<file path="config.mk">
export PLATFORM = sky130hd
export DESIGN_NAME = pkt_rx_consumer
export DESIGN_NICKNAME = d
export VERILOG_FILES = /design/src/rtl/pkt_rx_consumer.sv
export SDC_FILE = /design/constraint.sdc
export NUM_CORES = 1
export LEC_CHECK = 0
export BUFFER_PORTS_ARGS = -buffer_cell sky130_fd_sc_hd__buf_4
export CAP_MARGIN = 20
export CORE_MARGIN = 3
export CORE_UTILIZATION = 50
export DETAILED_ROUTE_END_ITERATION = 12
export PLACE_DENSITY = 0.82
export SYNTH_ARGS = -nofsm -noshare
export SYNTH_HDL_FRONTEND = slang
export SYNTH_SLANG_ARGS = --single-unit
</file>
<file path="constraint.sdc">
create_clock -name clk -period 2.7 [get_ports clk]
set_input_delay 0.27 -clock clk [delete_from_list [all_inputs] [get_ports clk]]
set_output_delay 0.27 -clock clk [all_outputs]
set_load 0.005 [all_outputs]
</file>
<file path="src/rtl/pkt_rx_consumer.sv">
// Length/payload/checksum packet parser. Payload bytes go out through a one-deep
// registered output stage with valid/ready; a verdict pulse and counters follow each packet.
module pkt_rx_consumer #(
  parameter int MAX_LEN = 15
) (
  input  logic        clk,
  input  logic        rst_n,
  input  logic [7:0]  in_data,
  input  logic        in_valid,
  output logic        in_ready,
  output logic [7:0]  out_data,
  output logic        out_valid,
  input  logic        out_ready,
  output logic        out_last,
  output logic        pkt_ok,
  output logic        pkt_err,
  output logic [15:0] pkt_count,
  output logic [15:0] err_count
);

  typedef enum logic [1:0] {S_LEN, S_PAY, S_SUM} state_t;

  localparam logic [7:0] LP_MAX = 8'(MAX_LEN);

  state_t      r_state;
  logic [7:0]  r_rem;
  logic [7:0]  r_sum;
  logic [7:0]  r_out_data;
  logic        r_out_valid;
  logic        r_out_last;
  logic        r_ok;
  logic        r_err;
  logic [15:0] r_pkt_count;
  logic [15:0] r_err_count;

  logic w_in_ready;
  logic w_in_xfer;
  logic w_out_xfer;
  logic w_len_bad;

  // Payload may only advance when the output register is free or draining this cycle.
  assign w_in_ready = (r_state != S_PAY) || !r_out_valid || out_ready;
  assign w_in_xfer  = in_valid && w_in_ready;
  assign w_out_xfer = r_out_valid && out_ready;
  assign w_len_bad  = (in_data == 8'd0) || (in_data > LP_MAX);

  always_ff @(posedge clk or negedge rst_n) begin
    if (!rst_n) begin
      r_state     <= S_LEN;
      r_rem       <= 8'd0;
      r_sum       <= 8'd0;
      r_out_data  <= 8'd0;
      r_out_valid <= 1'b0;
      r_out_last  <= 1'b0;
      r_ok        <= 1'b0;
      r_err       <= 1'b0;
      r_pkt_count <= 16'd0;
      r_err_count <= 16'd0;
    end else begin
      r_ok  <= 1'b0;
      r_err <= 1'b0;
      if (w_out_xfer) begin
        r_out_valid <= 1'b0;
        r_out_last  <= 1'b0;
      end
      case (r_state)
        S_LEN: if (w_in_xfer) begin
          if (w_len_bad) begin
            r_err <= 1'b1;
            if (r_err_count != 16'hFFFF) r_err_count <= r_err_count + 16'd1;
          end else begin
            r_rem   <= in_data;
            r_sum   <= 8'd0;
            r_state <= S_PAY;
          end
        end
        S_PAY: if (w_in_xfer) begin
          // A same-cycle output transfer is overridden here, so the stage refills without a bubble.
          r_out_data  <= in_data;
          r_out_valid <= 1'b1;
          r_out_last  <= (r_rem == 8'd1);
          r_sum       <= r_sum + in_data;
          r_rem       <= r_rem - 8'd1;
          if (r_rem == 8'd1) r_state <= S_SUM;
        end
        S_SUM: if (w_in_xfer) begin
          if (in_data == r_sum) begin
            r_ok <= 1'b1;
            if (r_pkt_count != 16'hFFFF) r_pkt_count <= r_pkt_count + 16'd1;
          end else begin
            r_err <= 1'b1;
            if (r_err_count != 16'hFFFF) r_err_count <= r_err_count + 16'd1;
          end
          r_state <= S_LEN;
        end
        default: r_state <= S_LEN;
      endcase
    end
  end

  assign in_ready  = w_in_ready;
  assign out_data  = r_out_data;
  assign out_valid = r_out_valid;
  assign out_last  = r_out_last;
  assign pkt_ok    = r_ok;
  assign pkt_err   = r_err;
  assign pkt_count = r_pkt_count;
  assign err_count = r_err_count;

endmodule

</file>
# Word level (Yosys, flattened, before mapping)
# Cells that the tools add are included.
dict set report op_classes {
  n_addsub 4
  n_lt_le_gt_ge 1
  n_eq_ne 14
  n_reduce_logical 15
  n_mux 34
}
# op count
set ops {}
lappend ops {{2-to-1 mux 16 bit} 5}
lappend ops {{2-to-1 mux 8 bit} 6}
lappend ops {{adder 16 x 1 -> 16 bit, second input constant} 2}
lappend ops {{inequality test 16 bit, second input constant} 2}
lappend ops {{one-hot mux 16 bit (2 select lines)} 1}
lappend ops {{one-hot mux 8 bit (2 select lines)} 2}
lappend ops {{inequality test 2 bit, second input constant} 7}
lappend ops {{2-to-1 mux 1 bit} 13}
lappend ops {{2-to-1 mux 2 bit} 5}
lappend ops {{AND reduction 5 bit} 2}
lappend ops {{adder 8 bit} 1}
lappend ops {{equality test 8 x 1 -> 1 bit, second input constant} 1}
lappend ops {{equality test 8 bit} 1}
lappend ops {{> comparator 8 x 4 -> 1 bit, second input constant} 1}
lappend ops {{logical NOT 8 bit} 1}
lappend ops {{AND reduction 4 bit} 2}
lappend ops {{subtractor 8 x 1 -> 8 bit, second input constant} 1}
lappend ops {{one-hot mux 2 bit (3 select lines)} 1}
lappend ops {{nonzero test 2 bit} 2}
lappend ops {{logical OR 1 bit} 3}
lappend ops {{equality test 2 x 1 -> 1 bit, second input constant} 1}
lappend ops {{equality test 2 bit, second input constant} 1}
lappend ops {{logical AND 1 bit} 2}
lappend ops {{logical NOT 2 bit} 1}
lappend ops {{other kinds (4)} 4}
dict set report totals {
  output_inout_bits 45
  register_bits 62
  word_cells 78
  inputBits 12
}

# Depth between registers and ports, before layout
dict set report depth {
  word_depth 6
  mapped_depth 8
  ltp_nobuf 8
}

# Worst setup path before layout
# OpenSTA, ideal clock, no wires.
dict set report synth_path {
  path_type {register to register}
  start {register r_sum[2]}
  end {register r_pkt_count[1], in the netlist pkt_count[1]}
  n_path_buf 0
  setup_ns 0.125
  path_stages_with_launch 7
  path_slack_ns 0.541
  arrival_time_ns 2.034
  period_less_slack_ns 2.159
  required_ns 2.575
  cell_sequence {dfrtp_1 -> ha_1 -> nor4_1 -> nand3_1 -> or2_2 -> a41oi_1 -> mux2_2}
}
dict set report synth_between {
  elab_chain_cells 2
}
# item line_no
set synth_rtl {}
lappend synth_rtl {{start: declaration} 27} ;# logic [7:0] r_sum;
lappend synth_rtl {{start signal: assignment} 82} ;# r_sum <= r_sum + in_data;
lappend synth_rtl {{equality test 8 bit} 87} ;# if (in_data == r_sum) begin
lappend synth_rtl {{AND reduction 4 bit (no line)} -}
lappend synth_rtl {{end signal: assignment} 89} ;# if (r_pkt_count != 16'hFFFF) r_pkt_count <= r_pkt_count + 16'd1;
lappend synth_rtl {{end: declaration} 33} ;# logic [15:0] r_pkt_count;
# No other way between the ends.
# A chain may end at the register's enable or synchronous reset.

# Final worst setup path
# Same ends and word-level chain as after synthesis.

==> impl_metrics.csv <==
group,metric,value,unit
grt,grt_pass1_vias,2596,
critical_path,critical_path.slowest_cell,"sky130_fd_sc_hd__dfrtp_1",
floorplanning,design.die.area,7250,sq um
flow_run,max-cap-violations,0,
floorplanning,die_height,85.2,um
clock_network,cts_buffer_depth,2,
floorplanning,core.rowCount,28,
detailed_routing,drt-vias-per-instance,5.65,
yosys,yosysTopAreaCell,"sky130_fd_sc_hd__dfrtp_1",
min_path,hold_path_class,"input port to async pin",
detailed_routing,route.antenna.remaining_nets,0,
yosys,synth_common_cells,"62 x sky130_fd_sc_hd__dfrtp_1, 32 x sky130_fd_sc_hd__nand2_1, 22 x sky130_fd_sc_hd__xnor2_1",
final_layout,post_route_cells_drive_above_1_share,0.231,
yosys,synthMuxAreaShare,0.0391,
timing,max_slew.worst_pin.slew,0.769,ns
yosys,syn-num-nets,333,
clock_network,clock_latency_on_the_worst_skew_pair,0.32,ns
critical_path,cells_traversed_along_the_worst_timing_path,"ha_1, nor4_1, nand3_1, or2_2, a41oi_1, mux2_2",
power,power_dens_cells,850,nW/um^2
critical_path,regToRegSetupSlack,0.28,ns
yosys,dominant_combinational_cell_family_by_area_after_synthesis,"simple AND/OR/NAND/NOR gates",
yosys,synthesis.area_per_instance,10.1,sq um
clock_network,tritoncts.num_buffers,9,
floorplanning,io_pins,57,
critical_path,number_of_logic_stages_on_the_critical_path_including_buffering,6,
power,vdd_ir_drop_max,0.000502,V
critical_path,endpoint_of_the_worst_register_to_register_path,"pkt_count[1]",
yosys,synth_cell_types,43,
grt,grt_antenna_before_repair,0,
timing,final.hold.worst_slack,0.0260,ns
timing,setup_total_negative_slack,0,ns
final_layout,design.final.nets,396,
critical_path,regToRegStartpoint,"r_sum[2]",
floorplanning,floorplan.initialDensity,0.523,
clock_network,holdBufCountCts,0,
final_layout,antenna_cells_inserted,0,
critical_path,required,2.91,ns
final_layout,multi_input_comb_area,1520,sq um
final_layout,fin_util,0.632,
clock_network,tritoncts_clock_tree,"yes",
yosys,ys_warn_count,0,
detailed_routing,drt_wl_total,6810,um
yosys,ys_async_sr_fraction,1.00,
yosys,netlist_top_cells_area,"sky130_fd_sc_hd__dfrtp_1 50%, sky130_fd_sc_hd__xnor2_1 6.1%, sky130_fd_sc_hd__ha_1 4.4%",
clock_network,clock-root-buffer,"sky130_fd_sc_hd__clkbuf_8",
detailed_routing,detail_route.wl_per_cell,15.1,um
placed_design,port_buffers,56,
placed_design,gp_congestion,0.855,
critical_path,crit_family,"simple AND/OR/NAND/NOR gates",
grt,grt_usage,0.201,
yosys,synth_edf_count,0,
timing,post-route-min-period,2.42,ns
floorplanning,die_w,85.2,um
yosys,post_synthesis_share_of_cell_area_spent_on_and_or_nand_and_nor_gates,0.202,
critical_path,slowest_delay,0.39,ns
timing,hold_viol,0,
critical_path,arrival_time_worst_endpoint,2.64,ns
clock_network,cts.sink_count,62,
timing,layout_worst_path_cycle_share,0.897,
run_status,status,"finished, final reports clean",
timing,grt_setup_unrepaired,"no",
critical_path,cp_max_fo,5,
clock_network,cts_setup_buffers,0,
floorplanning,placeableCoreArea,5990,sq um
critical_path,critical_path.startpoint_type,"register",
grt,grt_first_pass_wirelength,11800,um
critical_path,endpoint_kind,"register",
final_layout,area_delta_synth_final,20.8,%
detailed_routing,first_pass_iteration_count_of_the_detailed_router,4,
placed_design,detailed_place_hpwl,4850,um
critical_path,worst-path-buf-inv,0,
yosys,fraction_of_the_yosys_area_taken_by_sequential_cells,0.495,
critical_path,rr_worst_depth,6,
clock_network,clock_tree.htree_level_count,3,
clock_network,cts_resizes,0,
yosys,syn-instance-count,309,
final_layout,ff_latch_area,1550,sq um
yosys,post-synth-top-count-cell,"sky130_fd_sc_hd__dfrtp_1",
timing,finalClockSkew,0.00740,ns
grt,grt_start_max_net_pins,63,
power,leakagePower,1.83,nW
yosys,synth_compound_gate_area_share,0.0970,
grt,globalRoute.totalOverflow,0,
yosys,number_of_register_bits_inferred_by_synthesis,62,
final_layout,nFillCells,496,
yosys,netlist_area,3130,sq um
timing,max-slew-margin-rel,0.487,
yosys,synth_fa_ha_area_frac,0.0503,
yosys,ys.flop_type,"sky130_fd_sc_hd__dfrtp_1",
detailed_routing,drc,0,
yosys,yosys.area.top_type_share,0.495,
detailed_routing,detailroute.via_count,2548,
timing,setup-violations-final,0,
critical_path,timing_worst_setup_path_type,"register to register",
timing,final_max_tran_viols,0,
clock_network,worst_setup_hold_path_clk_slew,0.07,ns
detailed_routing,initialDrtViolationCount,145,
yosys,yosys.area_share.xor_xnor,0.0950,
timing,maxClockFrequency,0.413,GHz
==> worst reg2reg max path, cell delays in order, from the launching register on <==
cell and delay, ns:
sky130_fd_sc_hd__dfrtp_1 0.39, sky130_fd_sc_hd__ha_1 0.35, sky130_fd_sc_hd__nor4_1 0.35, sky130_fd_sc_hd__nand3_1 0.13, sky130_fd_sc_hd__or2_2 0.33, sky130_fd_sc_hd__a41oi_1 0.38
sky130_fd_sc_hd__mux2_2 0.39
==> cell families (layout without fill, tap and decap cells) <==
group	count (synthesis)	in the layout
adder cells (fa/ha/maj)	12	12
buffers and inverters	17	84
AO/OA/AOI/OAI	50	50
XOR/XNOR	34	34
AND/OR/NAND/NOR	123	123
flip-flops	62	62
multiplexers	11	11
==> layout make-up <==
cell class,count,area share
Sequential cell,62,0.410
Multi-Input combinational cell,230,0.400
Timing Repair Buffer,58,0.115
Clock buffer,13,0.0367
Tap cell,75,0.0248
Inverter,11,0.0109
Clock inverter,2,0.00264
==> cells in the final DEF, fill, tap and decap left out, types with 11 or more instances in the layout <==
master                     n
sky130_fd_sc_hd__a21oi_1  16
sky130_fd_sc_hd__buf_4    58
sky130_fd_sc_hd__nand3_1  18
sky130_fd_sc_hd__dfrtp_1  62
sky130_fd_sc_hd__nand2_1  32
sky130_fd_sc_hd__o21ai_0  17
sky130_fd_sc_hd__inv_1    11
sky130_fd_sc_hd__nor2_1   18
sky130_fd_sc_hd__xor2_1   12
sky130_fd_sc_hd__xnor2_1  22
sky130_fd_sc_hd__ha_1     11
==> worst max-delay path by stage <==
stage / slack [ns] / end / from
floorplan: 0.54 / pkt_count[1] / r_sum[2]
global placement: 0.26 / pkt_count[1] / in_data[2]
detailed placement: 0.25 / pkt_count[1] / in_data[2]
CTS: 0.28 / pkt_count[1] / r_sum[2]
global route: 0.12 / pkt_count[3] / r_sum[2]
finish: 0.28 / pkt_count[1] / r_sum[2]
==> metrics by stage <==
step	std cells	power [W]	area, sq um	setup WS [ns]
global route	451	0.00347	3790	0.118
detailed placement	436	0.00258	3640	0.254
CTS	451	0.00324	3790	0.278
finish	451	0.00322	3790	0.277
global placement	436	0.00253	3640	0.259
floorplan	309	0.00212	3130	0.541
==> routing by layer <==
layer	up-vias	wire, um	track usage
li1	1214	-	-
met1	1241	2930	0.255
met2	77	3260	0.323
met3	16	463	0.0495
met4	0	162	0.0978
met5	-	0	0
==> power breakdown <==
part	total, W	switching, W	internal [W]	leakage, nW
registers	0.00141	0.000241	0.00117	0.796
logic	0.00116	0.000598	0.000567	0.955
clock network	0.000647	0.000321	0.000326	0.0773
==> sequential cells by signal, summed over array words and instances (netlist names) <==
name	cells
pkt_err	1
pkt_count	16
r_rem	8
out_valid	1
err_count	16
out_last	1
r_sum	8
r_state	2
pkt_ok	1
out_data	8
Power figures use the tool's default switching activity.
